<file path="src/rtl/ricevitore_pkg.sv">
// rtl/ricevitore_pkg.sv - shared frame constants and FSM encodings for the serial receiver
package ricevitore_pkg;

  typedef enum logic [2:0] {
    R_IDLE,
    R_START,
    R_DATA,
    R_STOP,
    R_BREAK
  } rx_state_t;

  typedef enum logic {
    H_IDLE,
    H_WAIT
  } hs_state_t;

  localparam int   DATA_BITS = 8;
  localparam logic START_BIT = 1'b0;
  localparam logic STOP_BIT  = 1'b1;
  localparam logic MARKING   = 1'b1;

endpackage

</file>
<file path="src/rtl/ricevitore_sync_2ff.sv">
// rtl/ricevitore_sync_2ff.sv - two-flop synchronizer for an asynchronous single-bit input
module sync_2ff #(
  parameter logic RESET_VALUE = 1'b1
) (
  input  logic clock,
  input  logic reset,
  input  logic d,
  output logic q
);

  logic meta;

  always_ff @(posedge clock) begin
    if (reset) begin
      meta <= RESET_VALUE;
      q    <= RESET_VALUE;
    end else begin
      meta <= d;
      q    <= meta;
    end
  end

endmodule

</file>
<file path="src/rtl/ricevitore.sv">
// rtl/ricevitore.sv - asynchronous serial receiver with mid-bit sampling and dav_/rfd output handshake
module ricevitore
  import ricevitore_pkg::*;
#(
  parameter int BIT_CYCLES = 4
) (
  input  logic                 clock,
  input  logic                 reset,
  input  logic                 rxd,
  output logic [DATA_BITS-1:0] rx_byte,
  output logic                 dav_,
  input  logic                 rfd,
  output logic                 fe,
  output logic                 ovr
);

  localparam int HALF  = BIT_CYCLES / 2;
  localparam int CNT_W = $clog2(BIT_CYCLES);

  rx_state_t            rx_state;
  hs_state_t            hs_state;
  logic [CNT_W-1:0]     cnt;
  logic [3:0]           idx;
  logic [DATA_BITS-1:0] sr;
  logic                 full;
  logic                 rxd_s;
  logic                 good_frame;
  logic                 hold_release;

  sync_2ff #(.RESET_VALUE(MARKING)) u_sync (
    .clock (clock),
    .reset (reset),
    .d     (rxd),
    .q     (rxd_s)
  );

  assign good_frame   = (rx_state == R_STOP) && (cnt == '0) && (rxd_s == STOP_BIT);
  assign hold_release = (hs_state == H_WAIT) && !rfd;

  always_ff @(posedge clock) begin
    if (reset) begin
      rx_state <= R_IDLE;
      cnt      <= '0;
      idx      <= '0;
      sr       <= '0;
      fe       <= 1'b0;
    end else begin
      case (rx_state)
        R_IDLE: begin
          if (rxd_s == START_BIT) begin
            cnt      <= CNT_W'(HALF - 1);
            rx_state <= R_START;
          end
        end
        R_START: begin
          if (cnt != '0) begin
            cnt <= cnt - 1'b1;
          end else if (rxd_s == START_BIT) begin
            cnt      <= CNT_W'(BIT_CYCLES - 1);
            idx      <= '0;
            rx_state <= R_DATA;
          end else begin
            rx_state <= R_IDLE;
          end
        end
        R_DATA: begin
          if (cnt != '0) begin
            cnt <= cnt - 1'b1;
          end else begin
            sr  <= {rxd_s, sr[DATA_BITS-1:1]};
            cnt <= CNT_W'(BIT_CYCLES - 1);
            idx <= idx + 4'd1;
            if (idx == 4'(DATA_BITS - 1)) rx_state <= R_STOP;
          end
        end
        R_STOP: begin
          if (cnt != '0) begin
            cnt <= cnt - 1'b1;
          end else if (rxd_s == STOP_BIT) begin
            rx_state <= R_IDLE;
          end else begin
            fe       <= 1'b1;
            rx_state <= R_BREAK;
          end
        end
        R_BREAK: begin
          // A line held low must go back to marking before a new start edge counts.
          if (rxd_s == MARKING) rx_state <= R_IDLE;
        end
        default: rx_state <= R_IDLE;
      endcase
    end
  end

  always_ff @(posedge clock) begin
    if (reset) begin
      hs_state <= H_IDLE;
      dav_     <= 1'b1;
      full     <= 1'b0;
      rx_byte  <= '0;
      ovr      <= 1'b0;
    end else begin
      case (hs_state)
        H_IDLE: begin
          if (full && rfd) begin
            dav_     <= 1'b0;
            hs_state <= H_WAIT;
          end
        end
        H_WAIT: begin
          if (!rfd) begin
            dav_     <= 1'b1;
            full     <= 1'b0;
            hs_state <= H_IDLE;
          end
        end
        default: hs_state <= H_IDLE;
      endcase
      // A register emptied on this very edge can take the new byte.
      if (good_frame) begin
        if (!full || hold_release) begin
          rx_byte <= sr;
          full    <= 1'b1;
        end else begin
          ovr <= 1'b1;
        end
      end
    end
  end

endmodule

</file>
<file path="config.mk">
export PLATFORM = sky130hd
export DESIGN_NAME = ricevitore
export DESIGN_NICKNAME = d
export VERILOG_FILES = /design/src/rtl/ricevitore_pkg.sv /design/src/rtl/ricevitore_sync_2ff.sv /design/src/rtl/ricevitore.sv
export SDC_FILE = /design/constraint.sdc
export NUM_CORES = 1
export LEC_CHECK = 0
export BUFFER_PORTS_ARGS = -buffer_cell sky130_fd_sc_hd__buf_4
export CORE_UTILIZATION = 42
export DETAILED_ROUTE_END_ITERATION = 7
export HOLD_SLACK_MARGIN = 0.05
export SLEW_MARGIN = 30
export SYNTH_ARGS = -nofsm -noshare
export SYNTH_HDL_FRONTEND = slang
export SYNTH_SLANG_ARGS = --single-unit
</file>
<file path="constraint.sdc">
create_clock -name clock -period 1.8 [get_ports clock]
set_input_delay 0.09 -clock clock [delete_from_list [all_inputs] [get_ports clock]]
set_output_delay 0.09 -clock clock [all_outputs]
set_load 0.05 [all_outputs]
</file>
# Word level (Yosys, flattened, before mapping)
# Index checks and enable logic that the tools add are counted.
word_totals:
  out_inout_bits: 11
  wordCells: 83
  inputBits: 4
  ff_bits: 32
classes:
  n_mux: 29
  n_eq_ne: 16
  reduce_logical: 20
  bitwise_logic: 4
  addsub: 2
ops:
  columns: ["cell", "count"]
  rows:
  - ["$mux 3", 7]
  - ["$ne 2x2->1 const B", 8]
  - ["$pmux 3 s5", 1]
  - ["$mux 2", 6]
  - ["$mux 4", 3]
  - ["$mux 1", 8]
  - ["$pmux 2 s4", 1]
  - ["$pmux 4 s2", 1]
  - ["$reduce_and 2->1", 4]
  - ["$reduce_and 4->1", 2]
  - ["$eq 3x2->1 const B", 2]
  - ["$reduce_and 6->1", 1]
  - ["$add 4x1->4 const B", 1]
  - ["$eq 4x3->1 const B", 1]
  - ["$logic_and 1x1->1", 4]
  - ["$ne 2x1->1 const B", 2]
  - ["$not 1->1", 4]
  - ["$pmux 1 s2", 2]
  - ["$reduce_bool 2->1", 2]
  - ["$reduce_bool 4->1", 1]
  - ["$eq 3x1->1 const B", 1]
  - ["$eq 3x3->1 const B", 1]
  - ["$logic_not 3->1", 1]
  - ["$ne 3x3->1 const B", 1]
  - ["5 further kinds", 6]

# Depth between registers and ports, before layout
# Gate-level depths: netlist of the first run.
logic_depth:
  ltp_word: 5
  depth_mapped: 6

# Cells and area by module
# From an unflattened synthesis of the first run, not the netlist that was laid out.
hier_totals:
  cells_unflattened: 152
  area_unflattened_um2: 1450.1
modules_own_cells:
  columns: ["mod", "area_each_um2", "instances", "cells_each"]
  rows:
  - ["ricevitore", 1397.6, 1, 148]
  - ["sync_2ff", 52.6, 1, 4]

# Worst setup path after synthesis of the first run
# No wires, ideal clock.
synth_timing:
  kind: "reg2reg"
  start: "reg cnt[0]"
  end: "reg idx[2]"
  arrival_ps: 1639
  setup_slack_ps: 40
  required_time_ps: 1678
  path_stages_with_launch: 6
  path_buffers: 0
  cell_sequence: "dfxtp_1 -> inv_1 -> ha_1 -> or4b_1 -> o211a_1 -> a221o_1"
synth_between:
  elab_chain_len: 3
  word_cells_on_any_way: 4
  cone_classes: "2 x eq/ne; 2 x reduce/logical"
synth_lines:
  columns: ["element", "line_no", "text"]
  rows:
  - ["from (decl)", "ricevitore.sv:22", "logic [CNT_W-1:0] cnt;"]
  - ["from (signal assigned)", "ricevitore.sv:51", "cnt <= CNT_W'(HALF - 1);"]
  - ["from (signal assigned)", "ricevitore.sv:57", "cnt <= cnt - 1'b1;"]
  - ["from (signal assigned)", "ricevitore.sv:59", "cnt <= CNT_W'(BIT_CYCLES - 1);"]
  - ["$reduce_bool 2->1 *", "ricevitore.sv:56, ricevitore.sv:67", null]
  - ["$ne 2x2->1 (no source line)", null, null]
  - ["$reduce_and 4->1 (no source line) *", null, null]
  - ["to (signal assigned)", "ricevitore.sv:72", "idx <= idx + 4'd1;"]
  - ["to (decl)", "ricevitore.sv:23", "logic [3:0] idx;"]
# Mark *: on every way between the ends. The rest lies on a longest branch, timed or not.
# A chain may end at the register's enable or synchronous reset.

# Final worst setup path of the first run
layout_timing:
  start: "reg cnt[1]"
  end: "reg idx[2]"
# The elaborated chain is that of the path after synthesis.

==> metrics, run 1 <==
Hold EP=sr[0]; leakage=~0.68 nW; RSZ-0062 raised after global routing=no; area delta synth->final=21.1%; max-slew violations=0; sequential share of power=0.534; WHS Path Cells=2; initial antenna violation count=0; net switching power=0.000302 W; Worst R2R Path Depth=5; CTS Buffer Depth=2; Fin Setup TNS=0 ns; quantity of I/O buffers inserted on ports=14; residual DRC count=0; Routed Antenna Nets=0; FMAX=around 0.58 GHz; Worst-Skew Late Latency=between 0.3 and 0.4 ns; # IOs=15; sequential fraction of the synthesis area=0.453; Max VDD drop=0.000501 V; First DRT Iteration DRCs=40; post-DP HPWL=between 1500 and 2000 µm; Gate power share=0.062; GR Util All Layers=0.176; register bit total from synthesis=32; DR vias=~1100; largest net degree at the start of global routing=23; final setup vio count=0; Die X=about 60 µm; startpoint types=flip-flop; final worst path period share=0.958; Min Hold Slack=~0.088 ns; post-layout util=0.548; Min Clock Period, post-route=~1.7 ns; core region area=between 3000 and 4000 µm²; Hold WC Path Type=input port to flip-flop; clock-pin transition on the worst setup and hold timing paths=roughly 0.1 ns; Post-Syn Nets=153; Fill cells=between 200 and 300; Yosys cell types=42; worst hold start=reset; gp weighted congestion=between 0.7 and 0.8; Root Driver=clkbuf_4; CTS tree=done; Clock Power Share=0.404; Initial Utilization=0.452; die area=between 3000 and 4000 µm²; CTS buffer count=5; Reg2Reg Setup Slack=0.08 ns; vias per cell=roughly 5.0; Site Rows=20; Fin Clk Skew=approximately 0.0063 ns; WL/cell=about 12 µm; vias in the first global route=1006; Mapped Area=1420 µm²; Final Hold Viols=0; Critical Path End Type=flip-flop; Worst R2R End=idx[2]; Worst Path Class, Setup=flip-flop to flip-flop; crit-path max FO=5; Die Ht=approximately 60 µm; layout cells sized above 1=0.246; Synthesis Warnings=0; Worst slew margin=0.672; worst path arrival time=~2.0 ns; Total Routed Length=around 2700 µm; remaining global-route overflow=0; switch share=0.224; syn avg cell area=roughly 9.7 µm²; Max Cap Viol=0; drt first pass iters=4; power density cells=just under 800 nW/µm²; cell internal pwr=between 0.001 and 0.0015 W; H-tree levels=2; transition time of the tightest slew-check pin=0.485 ns; Final Net Count=about 180; WP data required=2.03 ns; first-pass GRT wire length=4550 µm; Mapped Cells=146; Reg-to-Reg Start=cnt[1]; clock sink count=32; status=finished clean; ant diodes=0
-- layer usage --
layer / track usage / routed length (µm) / vias to the layer above
li1: - / - / 553
met1: 0.223 / 1360 / 504
met2: 0.268 / 1160 / 14
met3: 0.0649 / 79 / 5
met4: 0.0698 / 47 / 0
met5: 0 / 0 / -
-- how the worst max path moves through the flow --
| stage | from | slack, ns | endpoint |
|---|---|---|---|
| final | cnt[1] | 0.08 | idx[2] |
| after global routing | cnt[1] | 0.02 | idx[2] |
| after CTS | cnt[1] | 0.02 | idx[2] |
| after detailed placement | cnt[0] | 0.04 | idx[2] |
| after global placement | cnt[0] | 0.09 | idx[2] |
| after floorplan | cnt[0] | 0.04 | idx[2] |
-- power by group through the flow --
stage	registers [W]	logic, W	clock network, W
floorplan	0.000734	0.0000503	0
CTS	0.000718	0.0000800	0.000548
finish	0.000718	0.0000834	0.000543
global route	0.000719	0.0000928	0.000585
detailed placement	0.000734	0.0000763	0
global placement	0.000734	0.0000743	0
-- critical path, stage by stage (launching register included) --
cell     delay (ns)
dfxtp_1        0.34
inv_2          0.07
ha_4           0.14
or4b_1         0.43
o211a_1        0.29
a221o_1        0.35
-- through the flow --
step,power [W],cell area [µm²],instances,worst slack [ns]
after global placement,0.000808,1610,205,0.0883
final,0.00134,1710,215,0.0760
after global routing,0.00140,1710,215,0.0166
after CTS,0.00135,1700,215,0.0203
after detailed placement,0.000810,1610,205,0.0437
after floorplan,0.000785,1420,146,0.0397
-- synthesized netlist by cell type (all sizes together) --
library cell	number	area, µm²
and4b	2	21.3
ha	3	37.5
o311a	1	10.0
o2bb2ai	1	8.76
a41oi	1	8.76
a22o	1	10.0
or3	1	6.26
nor3	3	15.0
clkbuf	3	11.3
mux2i	19	190
a221o	2	20.0
nand3	1	5.00
or2	2	12.5
nor4	1	6.26
and2b	1	7.51
a2111oi	1	27.5
o311ai	1	8.76
inv	7	26.3
and3	1	6.26
a22oi	1	7.51
a211o	1	10.0
nor4b	1	8.76
a21oi	2	10.0
o21ai	1	5.00
or4b	1	10.0
nand2b	2	15.0
mux2	1	11.3
o31ai	1	7.51
o211a	2	20.0
and4bb	1	12.5
buf	5	38.8
nand2	23	86.3
nor2	15	56.3
dfxtp	32	641
or4bb	1	11.3
a31oi	1	6.26
nor2b	3	18.8
-- area by class of cell --
class / count / area (µm²) / share of cell area
Tap cell: 44 / 55.1 / 0.0321
Timing Repair Buffer: 25 / 205 / 0.120
Multi-Input combinational cell: 99 / 711 / 0.415
Clock inverter: 2 / 35.0 / 0.0204
Inverter: 7 / 26.3 / 0.0153
Sequential cell: 32 / 641 / 0.374
Clock buffer: 6 / 41.3 / 0.0241
-- cell usage in the layout (no fill, tap or decap), types with 2 or more instances in the layout --
master,netlist,routed
dfxtp_1,32,32
clkbuf_4,0,5
buf_4,1,22
ha_1,3,2
dlygate4sd3_1,0,2
nor2b_1,3,3
a21oi_1,2,2
mux2i_1,19,19
or2_2,2,2
a221o_1,2,2
nor2_1,15,15
nand2_1,23,23
inv_2,0,2
nor3_1,3,3
inv_1,7,5
o211a_1,2,2
-- cell families after synthesis --
family          Yosys count  synth area share
compound gates           17             0.113
fa+ha+maj                 3            0.0265
buf+inv                  15            0.0539
flops                    32             0.453
mux                      20             0.142
simple gates             59             0.211
-- sequential cells by signal, summed over array words and instances (netlist names) --
name and count:
hs_state 1, u_sync.meta 1, sr 8, u_sync.q 1, full 1, cnt 2
ovr 1, rx_state 3, fe 1, idx 4, rx_byte 8, dav_ 1
-- what timing repair did --
action | in CTS | in global routing
buffers inserted | 0 | 0
hold buffers | 2 | 0
endpoints found under the setup margin | 0 | 2
gates resized for setup | 0 | 4
endpoints found under the hold margin | 2 | 0
(Power assumes the default switching activity.)
==> run 2: changes to the inputs <==
--- a/config.mk
+++ b/config.mk
@@ -9,6 +9,7 @@
 export CORE_UTILIZATION = 42
 export DETAILED_ROUTE_END_ITERATION = 7
 export HOLD_SLACK_MARGIN = 0.05
+export REMOVE_ABC_BUFFERS = 1
 export SLEW_MARGIN = 30
 export SYNTH_ARGS = -nofsm -noshare
 export SYNTH_HDL_FRONTEND = slang
==> metrics, run 2 (same netlist as run 1, synthesis figures left out) <==
Seq. cell area=~640 µm²; gp weighted congestion=0.776; Die X=60.0 µm; residual DRC count=0; power density cells=779 nW/µm²; final setup vio count=0; vias in the first global route=1028; worst path arrival time=1.97 ns; WP data required=about 2.0 ns; Fill cells=300; placed inst area=approximately 1600 µm²; CTS buffer count=5; final worst path period share=0.972; Critical Path End Type=flip-flop; Reg2Reg Setup Slack=0.05 ns; FMAX=~0.57 GHz; Max Cap Viol=0; H-tree levels=2; Hold EP=sr[5]; Gate power share=0.065; WHS Path Cells=2; Worst Path Class, Setup=flip-flop to flip-flop; crit path launch=cnt[1]; CTS tree=done; Root Driver=clkbuf_4; Min Clock Period, post-route=about 1.7 ns; first-pass GRT wire length=4490 µm; worst hold start=reset; die area=between 3000 and 4000 µm²; vias per cell=a little over 5; drt first pass iters=4; Total Routed Length=2930 µm; clock sink count=32; leakage=between 0.6 and 0.7 nW; post-DP HPWL=between 1500 and 2000 µm; First DRT Iteration DRCs=32; status=finished clean; Worst-Skew Late Latency=about 0.33 ns; Max VDD drop=between 0.0005 and 0.0006 V; # IOs=15; quantity of I/O buffers inserted on ports=14; largest net degree at the start of global routing=23; Clock Power Share=0.398; Die Ht=between 60 and 70 µm; Final Hold Viols=0; initial antenna violation count=0; DR vias=between 1000 and 1500; Largest regs=rx_byte: 8 flops, sr: 8 flops, idx: 4 flops; post-route cell area=around 1700 µm²; Fin Clk Skew=about 0.008 ns; Worst slew margin=0.662; GR Util All Layers=0.174; net switching power=between 0.0002 and 0.0003 W; Worst R2R Path Depth=5; Reg-to-Reg Start=cnt[1]; post-layout util=0.548; transition time of the tightest slew-check pin=around 0.5 ns; cell internal pwr=about 0.0010 W; crit-path max FO=4; remaining global-route overflow=0; Hold WC Path Type=input port to flip-flop; Worst R2R End=idx[2]; max-slew violations=0; Initial Utilization=0.452; CTS Buffer Depth=2; WL/cell=approximately 14 µm; ant diodes=0; sequential share of power=0.537; area delta synth->final=21.2%; switch share=0.219; most frequent cells in the layout=31 x dfxtp_1, 23 x nand2_1, 22 x buf_4; clock-pin transition on the worst setup and hold timing paths=0.10 ns; final total power=around 0.0013 W; Site Rows=20; commonest non-fill, non-tap cell in the layout=dfxtp_1; Routed Antenna Nets=0; Final Net Count=~180; multi-input logic area=between 700 and 800 µm²; startpoint types=flip-flop; layout cells sized above 1=0.251; core region area=about 3100 µm²
[run 2: cell type report]
class,instances,area share
clock buffer,6,0.0241
clock inverter,2,0.0204
inverter,7,0.0153
multi-input combinational,99,0.414
sequential,32,0.374
tap,44,0.0321
timing repair buffer,25,0.120
[run 2: layer usage]
metal  global-route usage  wire, µm  up-vias
li1                     -         -      554
met1                0.211      1290      513
met2                0.271      1450       29
met3               0.0584       108       12
met4               0.0930        79        0
met5                    0         0        -
[run 2: power groups by stage]
stage	Clock (W)	Combinational, W	Sequential (W)
after global routing	0.000580	0.0000960	0.000719
after global placement	0	0.0000751	0.000733
after detailed placement	0	0.0000773	0.000733
final	0.000532	0.0000875	0.000717
after CTS	0.000548	0.0000810	0.000717
after floorplan	0	0.0000387	0.000736
[run 2: how the worst max path moves through the flow]
stage	end	slack, ns
after floorplan	idx[2]	0.04
after global placement	idx[2]	0.11
after detailed placement	idx[2]	0.07
after CTS	idx[2]	0.05
after global routing	idx[2]	-0.03
final	idx[2]	0.05
[run 2: worst max-delay path, cell delays in order, from the launching register on]
cell and delay [ns]:
dfxtp_2 0.34, inv_2 0.08, ha_4 0.14, or4b_1 0.45
o211a_1 0.29, a221o_1 0.34
[run 2: timing repair]
item	4_1_cts	5_1_grt
setup endpoints to repair	0	6
hold buffers	2	0
setup buffers	0	1
endpoints found under the hold margin	2	0
gates resized for setup	0	5
[run 2: stage by stage]
stage	hold WS (ns)	setup WS (ns)	TNS [ns]	std cells
after floorplan	0.159	0.0398	0	138
after global placement	0.275	0.110	0	204
after detailed placement	0.283	0.0682	0	204
after CTS	0.0831	0.0466	0	214
after global routing	0.0904	-0.0307	-0.0320	215
final	0.0936	0.0504	0	215
==> run 3: changes to the inputs <==
==> constraint.sdc (replaced) <==
create_clock -name clock -period 1.5 [get_ports clock]
set_input_delay 0.075 -clock clock [delete_from_list [all_inputs] [get_ports clock]]
set_output_delay 0.075 -clock clock [all_outputs]
set_load 0.05 [all_outputs]
==> metrics, run 3 (same netlist as run 1, synthesis figures left out) <==
status=complete, but fails checks; failing checks=negative setup slack; non-filler cells, final=around 220; die area=around 3600 µm²; residual DRC count=0; largest net degree at the start of global routing=23; wire length on met2=about 1300 µm; RSZ-0062 raised after global routing=yes; Die Ht=~60 µm; Final Hold Viols=0; final total power=roughly 0.0014 W; drt first pass iters=4; multi-input logic area=around 740 µm²; quantity of I/O buffers inserted on ports=14; Total Routed Length=between 2000 and 3000 µm; gp weighted congestion=0.820; slowest CP cell=or4b_1; max-slew violations=0; Root Driver=clkbuf_4; power density cells=813 nW/µm²; WL/cell=12.7 µm; final worst setup slack=-0.140 ns; Worst slew margin=0.774; # IOs=15; crit path cell chain=inv_2 > ha_4 > or4b_1 > o211a_1 > a221o_1; first-pass GRT wire length=4590 µm; Min Clock Period, post-route=1.64 ns; CTS buffer count=5; Top Metal Used=met4; Fin Setup TNS=-0.409 ns; Max VDD drop=0.000489 V; Worst-Skew Late Latency=between 0.3 and 0.4 ns; most frequent cells in the layout=29 x dfxtp_1, 27 x buf_4, 22 x nand2_1; met3 wire length=around 74 µm; CTS tree=done; post-DP HPWL=roughly 1900 µm; Critical Path End Type=flip-flop; vias in the first global route=between 1000 and 1500; Die X=60.0 µm; Routed Antenna Nets=0; WP data required=1.72 ns; vias per cell=4.99; worst path arrival time=around 1.9 ns; final worst path period share=1.09; routed length on met1=~1300 µm; Final Net Count=182; Fill cells=283; ant diodes=0; DR vias=roughly 1100; CTS Buffer Depth=2; clock sink count=32; Fin Clk Skew=0.00381 ns; remaining global-route overflow=0; startpoint types=flip-flop; core region area=around 3100 µm²; Site Rows=20; crit-path max FO=4; Seq. cell area=~640 µm²; FMAX=around 0.61 GHz; Largest regs=rx_byte: 8 flops, sr: 8 flops, idx: 4 flops; initial antenna violation count=0; Largest stage delay, worst path=~0.43 ns; transition time of the tightest slew-check pin=approximately 0.34 ns; final setup vio count=6; area delta synth->final=24.0%; Worst Path Class, Setup=flip-flop to flip-flop; commonest non-fill, non-tap cell in the layout=dfxtp_1; GR Util All Layers=0.178; H-tree levels=2; layout cells sized above 1=0.291; dpl cells=about 210; Hold WC Path Type=input port to flip-flop; Max Cap Viol=0; Initial Utilization=0.452; leakage=between 0.6 and 0.7 nW; clock-pin transition on the worst setup and hold timing paths=about 0.09 ns; First DRT Iteration DRCs=55
run 3: path summary, 6_finish.rpt:
kind	from	to	slack (ns)	cells past startpoint
worst max register to register	cnt[1]	idx[2]	-0.14	5
worst min register to register	u_sync.meta	u_sync.q	0.42	1
worst max-delay path	cnt[1]	idx[2]	-0.14	5
worst min-delay path	rfd	dav_	0.06	4
run 3: cell type report:
cell class | count | area share
timing repair buffer | 30 | 0.138
multi-input combinational | 99 | 0.422
sequential | 32 | 0.367
inverter | 7 | 0.0150
tap | 44 | 0.0314
clock buffer | 6 | 0.0235
clock inverter | 1 | 0.00285
run 3: per-layer routing:
metal  up-vias  track usage
li1        564            -
met1       504        0.218
met2        18        0.275
met3         6       0.0714
met4         0       0.0764
met5         -            0
run 3: per-stage QoR:
| step | worst slack, ns | hold slack [ns] | area (µm²) | util |
|---|---|---|---|---|
| floorplan | -0.260 | 0.144 | 1370 | - |
| global placement | -0.214 | 0.259 | 1630 | 0.520 |
| detailed placement | -0.246 | 0.265 | 1630 | 0.520 |
| CTS | -0.162 | 0.0577 | 1740 | 0.555 |
| global route | -0.195 | 0.0521 | 1750 | 0.561 |
| finish | -0.140 | 0.0618 | 1750 | 0.561 |
run 3: timing repair:
item,4_1_cts,5_1_grt
gates resized for setup,10,3
setup endpoints to repair,13,16
pin swaps,6,2
endpoints found under the hold margin,2,0
hold buffers,2,0
buffers inserted,2,0
run 3: power breakdown:
part	switching (W)	internal [W]
sequential	0.00000414	0.000857
combinational	0.0000614	0.0000568
clock	0.000275	0.000172
total	0.000341	0.00109
run 3: worst max-delay path, delay by kind of cell (launching register included):
kind | cells | cell delay [ns]
and+or+nand+nor | 1 | 0.43
buffers and inverters | 1 | 0.07
adders and majority gates | 1 | 0.14
DFF | 1 | 0.33
AOI/OAI and AO/OA | 2 | 0.57
